$ cat config.mk
export PLATFORM = sky130hd
export DESIGN_NAME = cbb_adder_tree
export DESIGN_NICKNAME = d
export VERILOG_FILES = /design/src/rtl/cbb_adder_tree.sv
export SDC_FILE = /design/constraint.sdc
export NUM_CORES = 1
export LEC_CHECK = 0
export ABC_AREA = 1
export CAP_MARGIN = 20
export CORE_MARGIN = 1.5
export CORE_UTILIZATION = 45
export DETAILED_ROUTE_END_ITERATION = 12
export PLACE_DENSITY = 0.71
export SLEW_MARGIN = 15
export SYNTH_ARGS = -nofsm -noshare
export SYNTH_HDL_FRONTEND = slang
export SYNTH_SLANG_ARGS = --single-unit
$ cat constraint.sdc
create_clock -name clk -period 2.8 [get_ports clk]
set_clock_uncertainty 0.2 [all_clocks]
set_input_delay 0.7 -clock clk [delete_from_list [all_inputs] [get_ports clk]]
set_output_delay 0.7 -clock clk [all_outputs]
set_load 0.005 [all_outputs]
$ cat src/rtl/cbb_adder_tree.sv
// cbb_adder_tree
// Reduces one row of Contiguous Block Buffers to a single output row.
// Adjacent CBBs are summed pairwise, one tree level per clock, and each
// partial sum is written back into the lower CBB of the pair. Diagonal
// rows skip the reduction and deliver CBB0 exactly as it was loaded.
// The final row leaves over a valid/ready handshake from registered outputs.

module cbb_adder_tree #(
    parameter int NUM_CBB = 4,
    parameter int LANES   = 4,
    parameter int DW      = 8,
    parameter int OW      = DW + $clog2(NUM_CBB),
    parameter int RW      = 8
) (
    input  logic                        clk,
    input  logic                        rst,
    // input side
    input  logic                        in_valid,
    output logic                        in_ready,
    input  logic                        in_diag,
    input  logic [NUM_CBB-1:0]          in_cbb_mask,
    input  logic [NUM_CBB*LANES*DW-1:0] in_data,
    input  logic [RW-1:0]               in_row,
    // output side
    output logic                        out_valid,
    input  logic                        out_ready,
    output logic [LANES*OW-1:0]         out_data,
    // status
    output logic [RW-1:0]               out_row,
    output logic                        busy,
    output logic [15:0]                 rows_done
);

    // Number of tree levels, and the width of the counter that walks them.
    localparam int L   = $clog2(NUM_CBB);
    localparam int LVW = (L > 1) ? $clog2(L) : 1;

    typedef enum logic [1:0] {
        IDLE   = 2'd0,
        REDUCE = 2'd1,
        DONE   = 2'd2
    } state_t;

    state_t                state_reg;
    logic [LVW-1:0]        lvl_reg;
    logic [RW-1:0]         row_reg;
    logic                  out_valid_reg;
    logic [LANES*OW-1:0]   out_data_reg;
    logic [RW-1:0]         out_row_reg;
    logic [15:0]           rows_done_reg;

    // CBB storage, one signed OW-bit accumulator per lane.
    logic signed [OW-1:0]  cbb_reg    [NUM_CBB][LANES];

    // Value each CBB lane takes when a new row is accepted.
    logic signed [OW-1:0]  load_next  [NUM_CBB][LANES];

    // Candidate result of every tree level for every CBB lane.
    logic signed [OW-1:0]  level_sum  [NUM_CBB][LANES][L];

    // Value each CBB lane takes at the current level.
    logic signed [OW-1:0]  reduce_next[NUM_CBB][LANES];

    // CBB0 flattened into output lane order: as stored, and after this level.
    logic [LANES*OW-1:0]   cbb0_flat;
    logic [LANES*OW-1:0]   cbb0_reduced_flat;

    logic                  accept;
    logic                  last_level;
    logic                  out_fire;

    assign accept     = (state_reg == IDLE) && in_valid;
    assign last_level = (lvl_reg == LVW'(L - 1));
    assign out_fire   = (state_reg == DONE) && out_valid_reg && out_ready;

    generate
        for (genvar gi = 0; gi < NUM_CBB; gi++) begin : g_cbb
            for (genvar gl = 0; gl < LANES; gl++) begin : g_lane
                // Masked-off CBBs load as zero so they add nothing to the sum.
                assign load_next[gi][gl] = in_cbb_mask[gi]
                    ? {{(OW-DW){in_data[(gi*LANES+gl)*DW + DW - 1]}},
                       in_data[(gi*LANES+gl)*DW +: DW]}
                    : '0;

                for (genvar gj = 0; gj < L; gj++) begin : g_level
                    // At level gj the stride is 2^gj; only CBBs on a 2*stride
                    // boundary accumulate, every other CBB keeps its value.
                    if ((gi % (2 << gj)) == 0) begin : g_add
                        assign level_sum[gi][gl][gj] =
                            cbb_reg[gi][gl] + cbb_reg[gi + (1 << gj)][gl];
                    end else begin : g_hold
                        assign level_sum[gi][gl][gj] = cbb_reg[gi][gl];
                    end
                end

                assign reduce_next[gi][gl] = level_sum[gi][gl][lvl_reg];
            end
        end

        for (genvar gi = 0; gi < LANES; gi++) begin : g_out_lane
            assign cbb0_flat[gi*OW +: OW]         = cbb_reg[0][gi];
            assign cbb0_reduced_flat[gi*OW +: OW] = reduce_next[0][gi];
        end
    endgenerate

    // CBB datapath: load a new row on accept, fold one tree level per REDUCE cycle.
    always_ff @(posedge clk or negedge rst) begin
        if (!rst) begin
            for (int k = 0; k < NUM_CBB; k++) begin
                for (int j = 0; j < LANES; j++) begin
                    cbb_reg[k][j] <= '0;
                end
            end
        end else if (accept) begin
            for (int k = 0; k < NUM_CBB; k++) begin
                for (int j = 0; j < LANES; j++) begin
                    cbb_reg[k][j] <= load_next[k][j];
                end
            end
        end else if (state_reg == REDUCE) begin
            for (int k = 0; k < NUM_CBB; k++) begin
                for (int j = 0; j < LANES; j++) begin
                    cbb_reg[k][j] <= reduce_next[k][j];
                end
            end
        end
    end

    // Control FSM with registered output row, valid and delivered-row count.
    // A reduced row loads the output register on the edge of its last level;
    // a diagonal row spends its first DONE cycle staging CBB0 into it.
    always_ff @(posedge clk or negedge rst) begin
        if (!rst) begin
            state_reg     <= IDLE;
            lvl_reg       <= '0;
            row_reg       <= '0;
            out_valid_reg <= 1'b0;
            out_data_reg  <= '0;
            out_row_reg   <= '0;
            rows_done_reg <= '0;
        end else begin
            case (state_reg)
                IDLE: begin
                    if (in_valid) begin
                        row_reg   <= in_row;
                        lvl_reg   <= '0;
                        state_reg <= in_diag ? DONE : REDUCE;
                    end
                end

                REDUCE: begin
                    lvl_reg <= lvl_reg + 1'b1;
                    if (last_level) begin
                        state_reg     <= DONE;
                        out_valid_reg <= 1'b1;
                        out_data_reg  <= cbb0_reduced_flat;
                        out_row_reg   <= row_reg;
                    end
                end

                DONE: begin
                    if (!out_valid_reg) begin
                        out_valid_reg <= 1'b1;
                        out_data_reg  <= cbb0_flat;
                        out_row_reg   <= row_reg;
                    end else if (out_fire) begin
                        out_valid_reg <= 1'b0;
                        out_data_reg  <= '0;
                        rows_done_reg <= rows_done_reg + 16'd1;
                        state_reg     <= IDLE;
                    end
                end

                default: begin
                    state_reg     <= IDLE;
                    out_valid_reg <= 1'b0;
                    out_data_reg  <= '0;
                end
            endcase
        end
    end

    assign in_ready  = (state_reg == IDLE);
    assign busy      = (state_reg != IDLE);
    assign out_valid = out_valid_reg;
    assign out_data  = out_data_reg;
    assign out_row   = out_row_reg;
    assign rows_done = rows_done_reg;

endmodule
# --- Yosys cells after proc, flatten, opt, wreduce, memory -nomap -nowiden ---
# Index checks and enable logic that the tools add are counted.
word_totals:
  word_cells: 128
  inputBits: 145
  ramBits: 0
  register_bits: 236
  mem_bits_ro: 0
  memories: 0
  latchBits: 0
op_classes:
  eq_ne: 10
  reduce_logical: 17
  multipliers: 0
  mux: 61
  div: 0
  bitwise: 2
  n_shift: 0
  addsub: 14
  n_lt_le_gt_ge: 1
op_table:
  columns: ["cell", "count"]
  rows:
  - ["$mux 10", 40]
  - ["$mux 160", 2]
  - ["$add 10x10->10", 12]
  - ["$mux 40", 3]
  - ["$pmux 40 s3", 1]
  - ["$add 16x1->16 const B", 1]
  - ["$mux 8", 2]
  - ["$pmux 8 s2", 1]
  - ["$mux 2", 5]
  - ["$ne 2x2->1 const B", 5]
  - ["$reduce_and 2->1", 5]
  - ["$reduce_and 3->1", 3]
  - ["$reduce_bool 2->1", 4]
  - ["$ne 3x3->1 const B", 2]
  - ["$pmux 2 s3", 1]
  - ["$mux 1", 4]
  - ["$ne 4x4->1 const B", 1]
  - ["$reduce_and 4->1", 1]
  - ["$logic_and 1x1->1", 3]
  - ["$pmux 1 s3", 1]
  - ["$eq 2x1->1 const B", 1]
  - ["$eq 2x2->1 const B", 1]
  - ["$ge 2x2->1 const B", 1]
  - ["$logic_not 2->1", 1]
  - ["other kinds (4)", 4]

# --- Logic depth before layout (Yosys ltp) ---
# Gate-level depths: netlist of the first run.
depth:
  depth_word: 6
  depth_mapped: 19
  depth_no_buf: 16

# --- Worst setup path after synthesis of the first run ---
# Ideal clock, no wire load.
synth_timing:
  path_type: "register to register"
  start: "register lvl_reg, in the netlist last_level"
  end: "register out_data_reg[28], in the netlist out_data[28]"
  n_path_buf: 3
  setup_time_ns: 0.117
  synth_period_minus_slack_ns: 2.667
  t_arrival_ns: 2.350
  t_required_ns: 2.483
  stages_incl_launch_ff: 20
  setup_slack_ns: 0.133
  path_cell_list: "dfrtp_1 > buf_2 > inv_1 > buf_2 > clkbuf_1 > nand2_1 > o21ai_0 > ha_1 > inv_1 > fa_1 > inv_1 > nand3_1 > nand2_1 > nand2_1 > nand2_1 > nand2_1 > nand3_1 > nand2_1 > nand2_1 > nand2_1"
synth_between:
  elab_chain_cells: 6
  elab_cells_between_ends: 8
  cone_classes: "1 x eq/ne; 5 x mux; 1 x bitwise; 1 x reduce/logical"
synth_lines:
  columns: ["item", "line", "rtl"]
  rows:
  - ["start, declared", "45", "logic [LVW-1:0] lvl_reg;"]
  - ["start signal, assigned", "152", "lvl_reg <= lvl_reg + 1'b1;"]
  - ["$not 1->2 (implied by the code)", "96", "assign reduce_next[gi][gl] = level_sum[gi][gl][lvl_reg];"]
  - ["$mux 10 (implied by the code) (3 in series)", "96", null]
  - ["$mux 40", "153", "if (last_level) begin"]
  - ["$pmux 40 s3", "142", "case (state_reg)"]
  - ["end signal, assigned", "156", "out_data_reg <= cbb0_reduced_flat;"]
  - ["end signal, assigned", "164", "out_data_reg <= cbb0_flat;"]
  - ["end, declared", "48", "logic [LANES*OW-1:0] out_data_reg;"]
# Parallel ways exist; a longest one is shown, timed or not. The select of a mux whose other input is x is not followed.
# A chain may end at the register's enable or synchronous reset.

# --- Worst setup path after layout of the first run ---
layout_timing:
  start: "register state_reg[1]"
  end: "output port busy"
layout_between:
  elab_chain_cells: 1
layout_lines:
  columns: ["item", "line", "rtl"]
  rows:
  - ["start, declared", "44", "state_t state_reg;"]
  - ["start signal, assigned", "147", "state_reg <= in_diag ? DONE : REDUCE;"]
  - ["$reduce_bool 2->1", "184", "assign busy = (state_reg != IDLE);"]
  - ["end, declared", "30", "output logic busy,"]
# Every way passes these cells.

==> results of run 1 <==
-- per-stage QoR --
stage	std cells	utilization [%]	setup WS [ns]	power, uW	hold WS [ns]
2_1_floorplan	1844	-	0.1334	13520	0.2044
3_3_place_gp	2411	54.89	0.1104	16990	0.2623
3_5_place_dp	2411	54.89	0.07021	17320	0.2645
4_1_cts	2457	57.93	0.02105	20970	0.2813
5_1_grt	2460	58.03	0.01599	22990	0.3004
6_report	2460	58.03	0.1193	21020	0.2746
-- layer usage --
metal	share of wire [%]	global-route usage (%)	routed length (um)
met1	49	38.06	19260
met2	43	39.20	16850
met3	6.4	3.510	2524
met4	2.0	6.003	773
met5	0	0	0
-- layout make-up --
class                   count  area (sq um)
clock buffers              36         759.5
clock inverters             9         120.1
fillers                  2810         12440
inverters                 156         588.1
multi-input cells        1398          7177
flip-flops and latches    220          5507
well taps                 390         488.0
repair buffers            251          2561
-- placed cells by master, fill, tap and decap left out, types with 8 or more instances in the layout --
cell and n:
sky130_fd_sc_hd__o221ai_1 12, sky130_fd_sc_hd__nor2_1 91, sky130_fd_sc_hd__o21bai_1 10, sky130_fd_sc_hd__xnor2_1 14, sky130_fd_sc_hd__a31oi_1 8, sky130_fd_sc_hd__a21oi_1 94, sky130_fd_sc_hd__nand4_1 22, sky130_fd_sc_hd__a22o_1 13
sky130_fd_sc_hd__o211ai_1 8, sky130_fd_sc_hd__nand3_1 100, sky130_fd_sc_hd__a22oi_1 8, sky130_fd_sc_hd__clkdlybuf4s50_1 210, sky130_fd_sc_hd__fa_1 8, sky130_fd_sc_hd__inv_1 147, sky130_fd_sc_hd__buf_12 11, sky130_fd_sc_hd__o21ai_0 154
sky130_fd_sc_hd__buf_4 27, sky130_fd_sc_hd__nand2_1 714, sky130_fd_sc_hd__clkbuf_16 27, sky130_fd_sc_hd__nand3b_1 16, sky130_fd_sc_hd__dfrtp_1 219, sky130_fd_sc_hd__ha_1 75
-- worst max-delay path, stage by stage (launching register included) --
cell,delay [ns]
sky130_fd_sc_hd__dfrtp_1,0.36
sky130_fd_sc_hd__inv_1,0.10
sky130_fd_sc_hd__ha_4,0.18
sky130_fd_sc_hd__inv_1,0.10
sky130_fd_sc_hd__clkdlybuf4s50_1,0.51
-- power groups by stage --
stage,Clock (uW),Sequential [uW],Combinational (uW)
floorplan,0,5390,8130
global placement,0,5650,11300
detailed placement,0,5710,11600
CTS,3570,5670,11700
global route,3690,5850,13400
finish,3500,5690,11800
-- cell families after synthesis --
group,after synthesis
flip-flops,220
adder cells (fa/ha/maj),84
buffers and inverters,226
XOR/XNOR,20
AND/OR/NAND/NOR,963
AO/OA/AOI/OAI,331
-- repair_timing --
action | CTS | global route
setup buffers | 0 | 3
hold endpoints to repair | 53 | 0
setup endpoints to repair | 2 | 23
pin swaps | 0 | 1
hold buffers | 1 | 0
resized for setup | 2 | 7
-- worst max-delay path by stage --
stage	cells past startpoint	startpoint	endpoint	slack [ns]
global route	17	last_level	out_data[28]	0.02
detailed placement	8	in_valid	cbb0_flat[13]	0.07
floorplan	19	last_level	out_data[28]	0.13
CTS	4	state_reg[0]	busy	0.02
global placement	8	in_valid	cbb0_flat[9]	0.11
finish	4	state_reg[1]	busy	0.12
==> metrics.txt, run 1 <==
slew at the pin with the worst max-slew slack 0.7322 ns; outcome complete, no violations; worst min path class flip-flop to flip-flop; Core ar. 0.02964 sq mm; prevailing post-synth register cell sky130_fd_sc_hd__dfrtp_1; element type at the critical path start flip-flop; adder-cell area share of the yosys netlist 8.200%; Max-cap violations 0; reg2reg end out_data[17]; synthesis warning total 0; antenna cell count 0; Arr. time, crit path ~1.8 ns; Switch Pwr 9565 uW; number of enable-type register cells in the synthesized netlist 0; pins over their slew limit 0; peak fanout along the critical path 3; first-pass GRT wire length around 64 mm; number of DRC markers in iteration 0 973; area fraction in and, or, nand and nor cells after synthesis 29.41%; area share of the largest cell type after synthesis 40.63%; number of nets in the synthesized netlist a little over 2000; fraction of registers with async set or reset after synthesis 100.0%; DRT antenna net count 0; root buffer selected by CTS sky130_fd_sc_hd__clkbuf_16; post-synthesis sequential area ratio 40.63%; startpoint of the worst-slack reg-to-reg timing path last_level; start-to-end type of the worst setup path flip-flop to primary output; first-pass iteration count of the detailed router 6; endpoints failing setup 0; final RePlAce weighted congestion 0.9653; boundary pin count approximately 210; element type at the critical path end primary output; total routing usage reported by global routing 25.57%; list of most frequent post-synthesis cells sky130_fd_sc_hd__nand2_1 (714), sky130_fd_sc_hd__dfrtp_1 (220), sky130_fd_sc_hd__o21ai_0 (157), sky130_fd_sc_hd__inv_1 (148), sky130_fd_sc_hd__nand3_1 (100); Mapped Avg Cell Area 7.348 sq um; Max-Slew Margin vs Limit 51.19%; Final period util 95.74%; number of clock sinks between 200 and 250; buffer levels on the longest clock path 3; power share of the sequential group a little over a quarter; Netlist cell types between 40 and 50; Crit path required time 1.90 ns; dominant cell by count in the synthesized netlist sky130_fd_sc_hd__nand2_1; effective utilization at floorplan 45.72%; Overflow after GRT 0; Hold Crit Endpoint out_data[23]; floorplan die area 0.03116 sq mm; vias in the first global route 12480; standby leakage power 0.008644 uW; combinational share of power between 50% and 60%; RSZ-0062 raised after global routing no; clock power share 16.6%; cell types with the largest area share after synthesis sky130_fd_sc_hd__dfrtp_1 (41%), sky130_fd_sc_hd__nand2_1 (20%), sky130_fd_sc_hd__ha_1 (7.0%); nets 2282; Max Fclk about 370 MHz; area leader, netlist sky130_fd_sc_hd__dfrtp_1; H-tree depth 1; total standard cell area after synthesis 0.01355 sq mm; final hold violation count 0; initial antenna violation count 0; relative area change from synthesis to final layout 26.95%; average wire length per cell after detail routing approximately 16 um; path depth of the worst reg2reg path 13; clock transition at the registers of the reported paths 0.06 ns; switching fraction of total power 45.51%; Chip Height 176.5 um; maximum number of pins on one net before global-route repair 169; final setup TNS 0 ns; number of buffers added on ports about 210; TritonCTS clock tree done; number of flip-flops under the largest register name 104; internal power 11450 uW; minimum setup slack among reg-to-reg paths 0.19 ns; clock period minus worst slack approximately 2.7 ns; Remaining DRCs 0; worst hold path cell count 2; xor/xnor share of the synthesized area 1.348%; ratio of cells with drive above 1 in the final layout under 10%; vias per std cell 5.326; Final HPWL DP 29.25 mm; number of instances in the synthesized netlist 1844; share of the synthesized area in compound gates (AO/OA/AOI/OAI) 13.88%; start point of the worst min-delay path out_data[23]; cts bufs inserted 26; overall via count from detail_route 13100; Total Routed Length 39.41 mm; largest family of logic cells by synthesized area simple AND/OR/NAND/NOR gates; Horiz. Die Dim 176.5 um; Seq cells post-synth 220; floorplan row count 63; Clk Latency, worst-skew pair 0.54 ns; Placement Cell Area roughly 0.016 sq mm; Worst VDD drop 0.0006261 V; summed area of non-filler cells in the final layout 0.01720 sq mm; power per standard cell area 1222 mW/mm^2; multiplexer share of the synthesized area 0%
Note: power is estimated with default switching activity, not from simulation.
==> inputs of run 2 (changes only) <==
--- a/config.mk
+++ b/config.mk
@@ -10,7 +10,7 @@
 export CORE_MARGIN = 1.5
 export CORE_UTILIZATION = 45
 export DETAILED_ROUTE_END_ITERATION = 12
-export PLACE_DENSITY = 0.71
+export PLACE_DENSITY = 0.69
 export SLEW_MARGIN = 15
 export SYNTH_ARGS = -nofsm -noshare
 export SYNTH_HDL_FRONTEND = slang
==> constraint.sdc (replaced) <==
create_clock -name clk -period 2.9 [get_ports clk]
set_clock_uncertainty 0.2 [all_clocks]
set_input_delay 0.725 -clock clk [delete_from_list [all_inputs] [get_ports clk]]
set_output_delay 0.725 -clock clk [all_outputs]
set_load 0.005 [all_outputs]
==> metrics.txt, run 2 (synthesized netlist as in run 1, its figures left out) <==
outcome complete, no violations; peak fanout along the critical path 7; Crit path required time 1.98 ns; Overflow after GRT 0; Cell Chain, Critical Path inv_1 -> ha_4 -> inv_1 -> clkdlybuf4s50_1; Remaining DRCs 0; endpoints failing setup 0; reg2reg end out_data[7]; Final period util 96.09%; final core area utilization 57.70%; minimum setup slack among reg-to-reg paths around 0.21 ns; cts bufs inserted 26; effective utilization at floorplan 45.72%; first-pass GRT wire length 63.72 mm; element type at the critical path end primary output; CP bufs+invs 3; Post-Place Setup Slack around 0.24 ns; initial antenna violation count 1; number of buffers added on ports 211; buffer levels on the longest clock path 3; average wire length per cell after detail routing 15.87 um; Total Routed Length approximately 40 mm; ratio of cells with drive above 1 in the final layout under 10%; Placement Cell Area 0.01620 sq mm; slew at the pin with the worst max-slew slack 0.6611 ns; Max Fclk 358.9 MHz; Worst path slowest cell sky130_fd_sc_hd__clkdlybuf4s50_1; RSZ-0062 raised after global routing no; summed area of non-filler cells in the final layout 0.01710 sq mm; floorplan die area 0.03116 sq mm; root buffer selected by CTS sky130_fd_sc_hd__clkbuf_16; vias in the first global route 12370; boundary pin count around 210; setup slack after layout about 0.11 ns; CP max stage delay 0.52 ns; DRT antenna net count 0; start-to-end type of the worst setup path flip-flop to primary output; Clk Latency, worst-skew pair between 0.5 and 0.6 ns; total routing usage reported by global routing 25.35%; most common cell after layout, fill and taps aside sky130_fd_sc_hd__nand2_1; path depth of the worst reg2reg path 13; most frequent cells in the layout sky130_fd_sc_hd__nand2_1 (714), sky130_fd_sc_hd__dfrtp_1 (220), sky130_fd_sc_hd__clkdlybuf4s50_1 (210), sky130_fd_sc_hd__o21ai_0 (157), sky130_fd_sc_hd__inv_1 (148); number of clock sinks 220; H-tree depth 1; final setup TNS 0 ns; power per standard cell area ~1200 mW/mm^2; clock period minus worst slack around 2.8 ns; Hold Crit Endpoint out_data[7]; cell class contributing the biggest share of worst-path delay buffers and inverters; vias per std cell 5.219; Worst VDD drop 0.0007411 V; floorplan row count 63; antenna cell count 0; number of DRC markers in iteration 0 approximately 1100; Max-Slew Margin vs Limit between 50% and 60%; standby leakage power 0.008588 uW; Horiz. Die Dim 176.5 um; Core ar. just under 0.03 sq mm; nets around 2300; worst hold path cell count 2; startpoint of the worst-slack reg-to-reg timing path last_level; overall via count from detail_route roughly 13000; first-pass iteration count of the detailed router 6; count of buffers added by post-CTS timing repair for setup 0; start point of the worst min-delay path out_data[7]; TritonCTS clock tree done; relative area change from synthesis to final layout 26.22%; number of flip-flops under the largest register name around 100; Max-cap violations 0; Arr. time, crit path 1.86 ns; layout filler cell count 2811; final hold violation count 0; clock transition at the registers of the reported paths 0.06 ns; pins over their slew limit 0; worst min path class flip-flop to flip-flop; Final HPWL DP 28.80 mm; maximum number of pins on one net before global-route repair 92; element type at the critical path start flip-flop; Most Frequent Cell on Critical Path sky130_fd_sc_hd__inv_1; Chip Height 176.5 um; final RePlAce weighted congestion 0.8902
run 2: cell count changes in the layout (fill, tap and decap cells not counted):
cell                         before  now
sky130_fd_sc_hd__buf_12          11    9
sky130_fd_sc_hd__buf_4           27   21
sky130_fd_sc_hd__buf_6            1    0
sky130_fd_sc_hd__clkbuf_1         4    5
sky130_fd_sc_hd__clkinv_2         6    4
sky130_fd_sc_hd__clkinvlp_4       0    1
sky130_fd_sc_hd__dfrtp_1        219  220
sky130_fd_sc_hd__dfrtp_2          1    0
sky130_fd_sc_hd__inv_1          147  148
sky130_fd_sc_hd__inv_4            1    0
sky130_fd_sc_hd__o21ai_0        154  157
sky130_fd_sc_hd__o21ai_1          4    1
run 2: worst max path at each step:
stage | startpoint | endpoint | slack, ns | cells past startpoint
2_1_floorplan | last_level | out_data[28] | 0.23 | 19
6_report | state_reg[0] | busy | 0.11 | 4
4_1_cts | state_reg[1] | busy | 0.04 | 4
3_3_place_gp | in_valid | cbb0_flat[39] | 0.28 | 8
5_1_grt | last_level | out_data[28] | 0.04 | 17
3_5_place_dp | in_valid | cbb0_flat[38] | 0.24 | 8
run 2: what timing repair did:
item,4_1_cts,5_1_grt
resized for setup,1,1
hold endpoints to repair,37,0
setup endpoints to repair,2,1
gates cloned,0,0
hold buffers,1,0
run 2: layer usage:
layer	share of wire [%]	vias up	GRT usage, %
li1	-	6439	-
met1	49	5819	38.16
met2	41	476	38.28
met3	7.7	55	3.682
met4	2.3	2	5.791
met5	0.033	-	0
run 2: layout make-up:
cell class	count	area (sq um)	area share (%)
tap	390	488.0	2.853
sequential	220	5505	32.19
clock inverter	8	117.6	0.6877
multi-input combinational	1398	7177	41.97
clock buffer	37	763.2	4.463
timing repair buffer	242	2465	14.41
inverter	156	585.6	3.424
run 2: report_power, final:
group	total, uW	leakage [uW]	internal (uW)	switching, uW
Clock	3390	0.000433	2080	1300
Combinational	11200	0.00535	4450	6740
Sequential	5480	0.00281	4440	1040
Total	20000	0.00859	11000	9080
run 2: tightest hold or removal path, stage by stage (launching register included):
cell	delay, ns
sky130_fd_sc_hd__dfrtp_1	0.34
sky130_fd_sc_hd__nand2_1	0.05
sky130_fd_sc_hd__nand2_1	0.05
run 2: stage by stage:
stage / power [uW] / cells / hold slack (ns)
finish: 20050 / 2451 / 0.2770
global placement: 16340 / 2405 / 0.2630
floorplan: 13060 / 1844 / 0.2294
global route: 22010 / 2451 / 0.2860
CTS: 20030 / 2451 / 0.2818
detailed placement: 16550 / 2405 / 0.2657
==> inputs of run 3 (changes only) <==
--- a/config.mk
+++ b/config.mk
@@ -10,6 +10,8 @@
 export CORE_MARGIN = 1.5
 export CORE_UTILIZATION = 45
 export DETAILED_ROUTE_END_ITERATION = 12
+export GPL_TIMING_DRIVEN = 0
+export HOLD_SLACK_MARGIN = 0.06
 export PLACE_DENSITY = 0.69
 export SLEW_MARGIN = 15
 export SYNTH_ARGS = -nofsm -noshare
==> metrics.txt, run 3 (synthesized netlist as in run 1, its figures left out) <==
outcome complete, no violations; most common cell after layout, fill and taps aside sky130_fd_sc_hd__nand2_1; final hold violation count 0; Chip Height ~180 um; Worst VDD drop 0.0005452 V; peak fanout along the critical path 7; Arr. time, crit path around 1.9 ns; clock period minus worst slack 2.793 ns; clock transition at the registers of the reported paths 0.06 ns; Core ar. around 0.03 sq mm; start-to-end type of the worst setup path flip-flop to primary output; total instance count after detailed placement 2447; pins over their slew limit 0; worst hold-check slack 0.2765 ns; average wire length per cell after detail routing 17.71 um; maximum number of pins on one net before global-route repair 95; vias in the first global route between 10000 and 15000; power per standard cell area 1200 mW/mm^2; most frequent cells in the layout sky130_fd_sc_hd__nand2_1 (710), sky130_fd_sc_hd__dfrtp_1 (220), sky130_fd_sc_hd__clkdlybuf4s50_1 (210), sky130_fd_sc_hd__o21ai_0 (148), sky130_fd_sc_hd__inv_1 (144); Remaining DRCs 0; Switch Pwr 9671 uW; standby leakage power roughly 0.0087 uW; setup slack after layout about 0.11 ns; first-pass GRT wire length around 70 mm; root buffer selected by CTS sky130_fd_sc_hd__clkbuf_16; Final HPWL DP 34.11 mm; switching fraction of total power 46.63%; Crit path required time 1.98 ns; overall via count from detail_route 13320; power share of the sequential group a little over a quarter; ratio of cells with drive above 1 in the final layout 6.345%; initial antenna violation count 0; internal power about 11000 uW; Final period util 96.30%; floorplan row count 63; worst min path class flip-flop to flip-flop; H-tree depth 1; Clk Latency, worst-skew pair about 0.55 ns; number of clock sinks 220; endpoints failing setup 0; floorplan die area just over 0.03 sq mm; slew at the pin with the worst max-slew slack 0.8306 ns; DRT antenna net count 0; cts bufs inserted 26; first-pass iteration count of the detailed router 6; clock power share 16.9%; number of DRC markers in iteration 0 1088; element type at the critical path start flip-flop; Total Routed Length 44.33 mm; effective utilization at floorplan 45.72%; Max Fclk 358.1 MHz; vias per std cell 5.320; number of flip-flops under the largest register name 104; nets 2322; final RePlAce weighted congestion 0.9233; combinational share of power 56.5%; number of buffers added on ports between 200 and 250; Horiz. Die Dim 176.5 um; total routing usage reported by global routing 28.61%; buffer levels on the longest clock path 3; relative area change from synthesis to final layout 27.58%; element type at the critical path end primary output; Overflow after GRT 0; Max-Slew Margin vs Limit 44.62%; RSZ-0062 raised after global routing no; TritonCTS clock tree done; boundary pin count between 200 and 250; Max-cap violations 0; Post-Place Setup Slack -0.5390 ns; final non-filler cell total 2503
[run 3: layer usage]
| metal | vias to the layer above | GRT usage [%] | routed length [um] |
|---|---|---|---|
| met4 | 0 | 8.792 | 1231 |
| met5 | - | 0 | 0 |
| met1 | 6224 | 39.61 | 20030 |
| li1 | 6552 | - | - |
| met2 | 476 | 46.09 | 19830 |
| met3 | 65 | 4.285 | 3239 |
[run 3: final timing paths]
check,start,to,slack [ns],depth (start not counted)
setup / recovery,state_reg[0],busy,0.11,4
hold / removal,out_data[34],out_data[34],0.28,2
setup reg to reg,last_level,out_data[39],0.11,16
hold reg to reg,out_data[34],out_data[34],0.28,2
max in group asynchronous,rst,cbb_reg[28],1.12,3
min in group asynchronous,rst,out_row[6],0.50,2
[run 3: area by class of cell]
cell class,count,area (sq um)
flip-flops and latches,220,5505
inverters,156,588.1
well taps,390,488.0
fillers,2788,12350
clock inverters,9,130.1
clock buffers,38,787.0
multi-input cells,1398,7222
repair buffers,221,2232
plain buffers,70,331.6
diodes,1,2.502
[run 3: worst max-delay path: stages, from the launching register on]
cell and delay, ns:
sky130_fd_sc_hd__dfrtp_1 0.39, sky130_fd_sc_hd__inv_1 0.11, sky130_fd_sc_hd__ha_4 0.21, sky130_fd_sc_hd__inv_1 0.10
sky130_fd_sc_hd__clkdlybuf4s50_1 0.52
[run 3: power by group through the flow]
stage               registers, uW  clock network (uW)  logic (uW)
floorplan                    5210                   0        7850
global route                 5670                3690       13200
CTS                          5470                3560       11500
finish                       5500                3510       11700
detailed placement           5510                   0       11300
global placement             5470                   0       11100
[run 3: through the flow]
| stage | power, uW | cell area, sq um | TNS, ns | utilization [%] |
|---|---|---|---|---|
| after CTS | 20520 | 17210 | 0 | 58.07 |
| final | 20740 | 17290 | 0 | 58.32 |
| after global routing | 22540 | 17280 | 0 | 58.32 |
| after global placement | 16560 | 16150 | -1937.33 | 54.49 |
| after floorplan | 13060 | 13550 | 0 | - |
| after detailed placement | 16830 | 16210 | -31.83 | 54.69 |
[run 3: repair_timing]
item,in CTS,in global routing
setup buffers,4,2
endpoints found under the hold margin,55,0
cloned,0,1
endpoints found under the setup margin,78,56
resized for setup,22,28
hold buffers,1,0
pin swaps,3,4
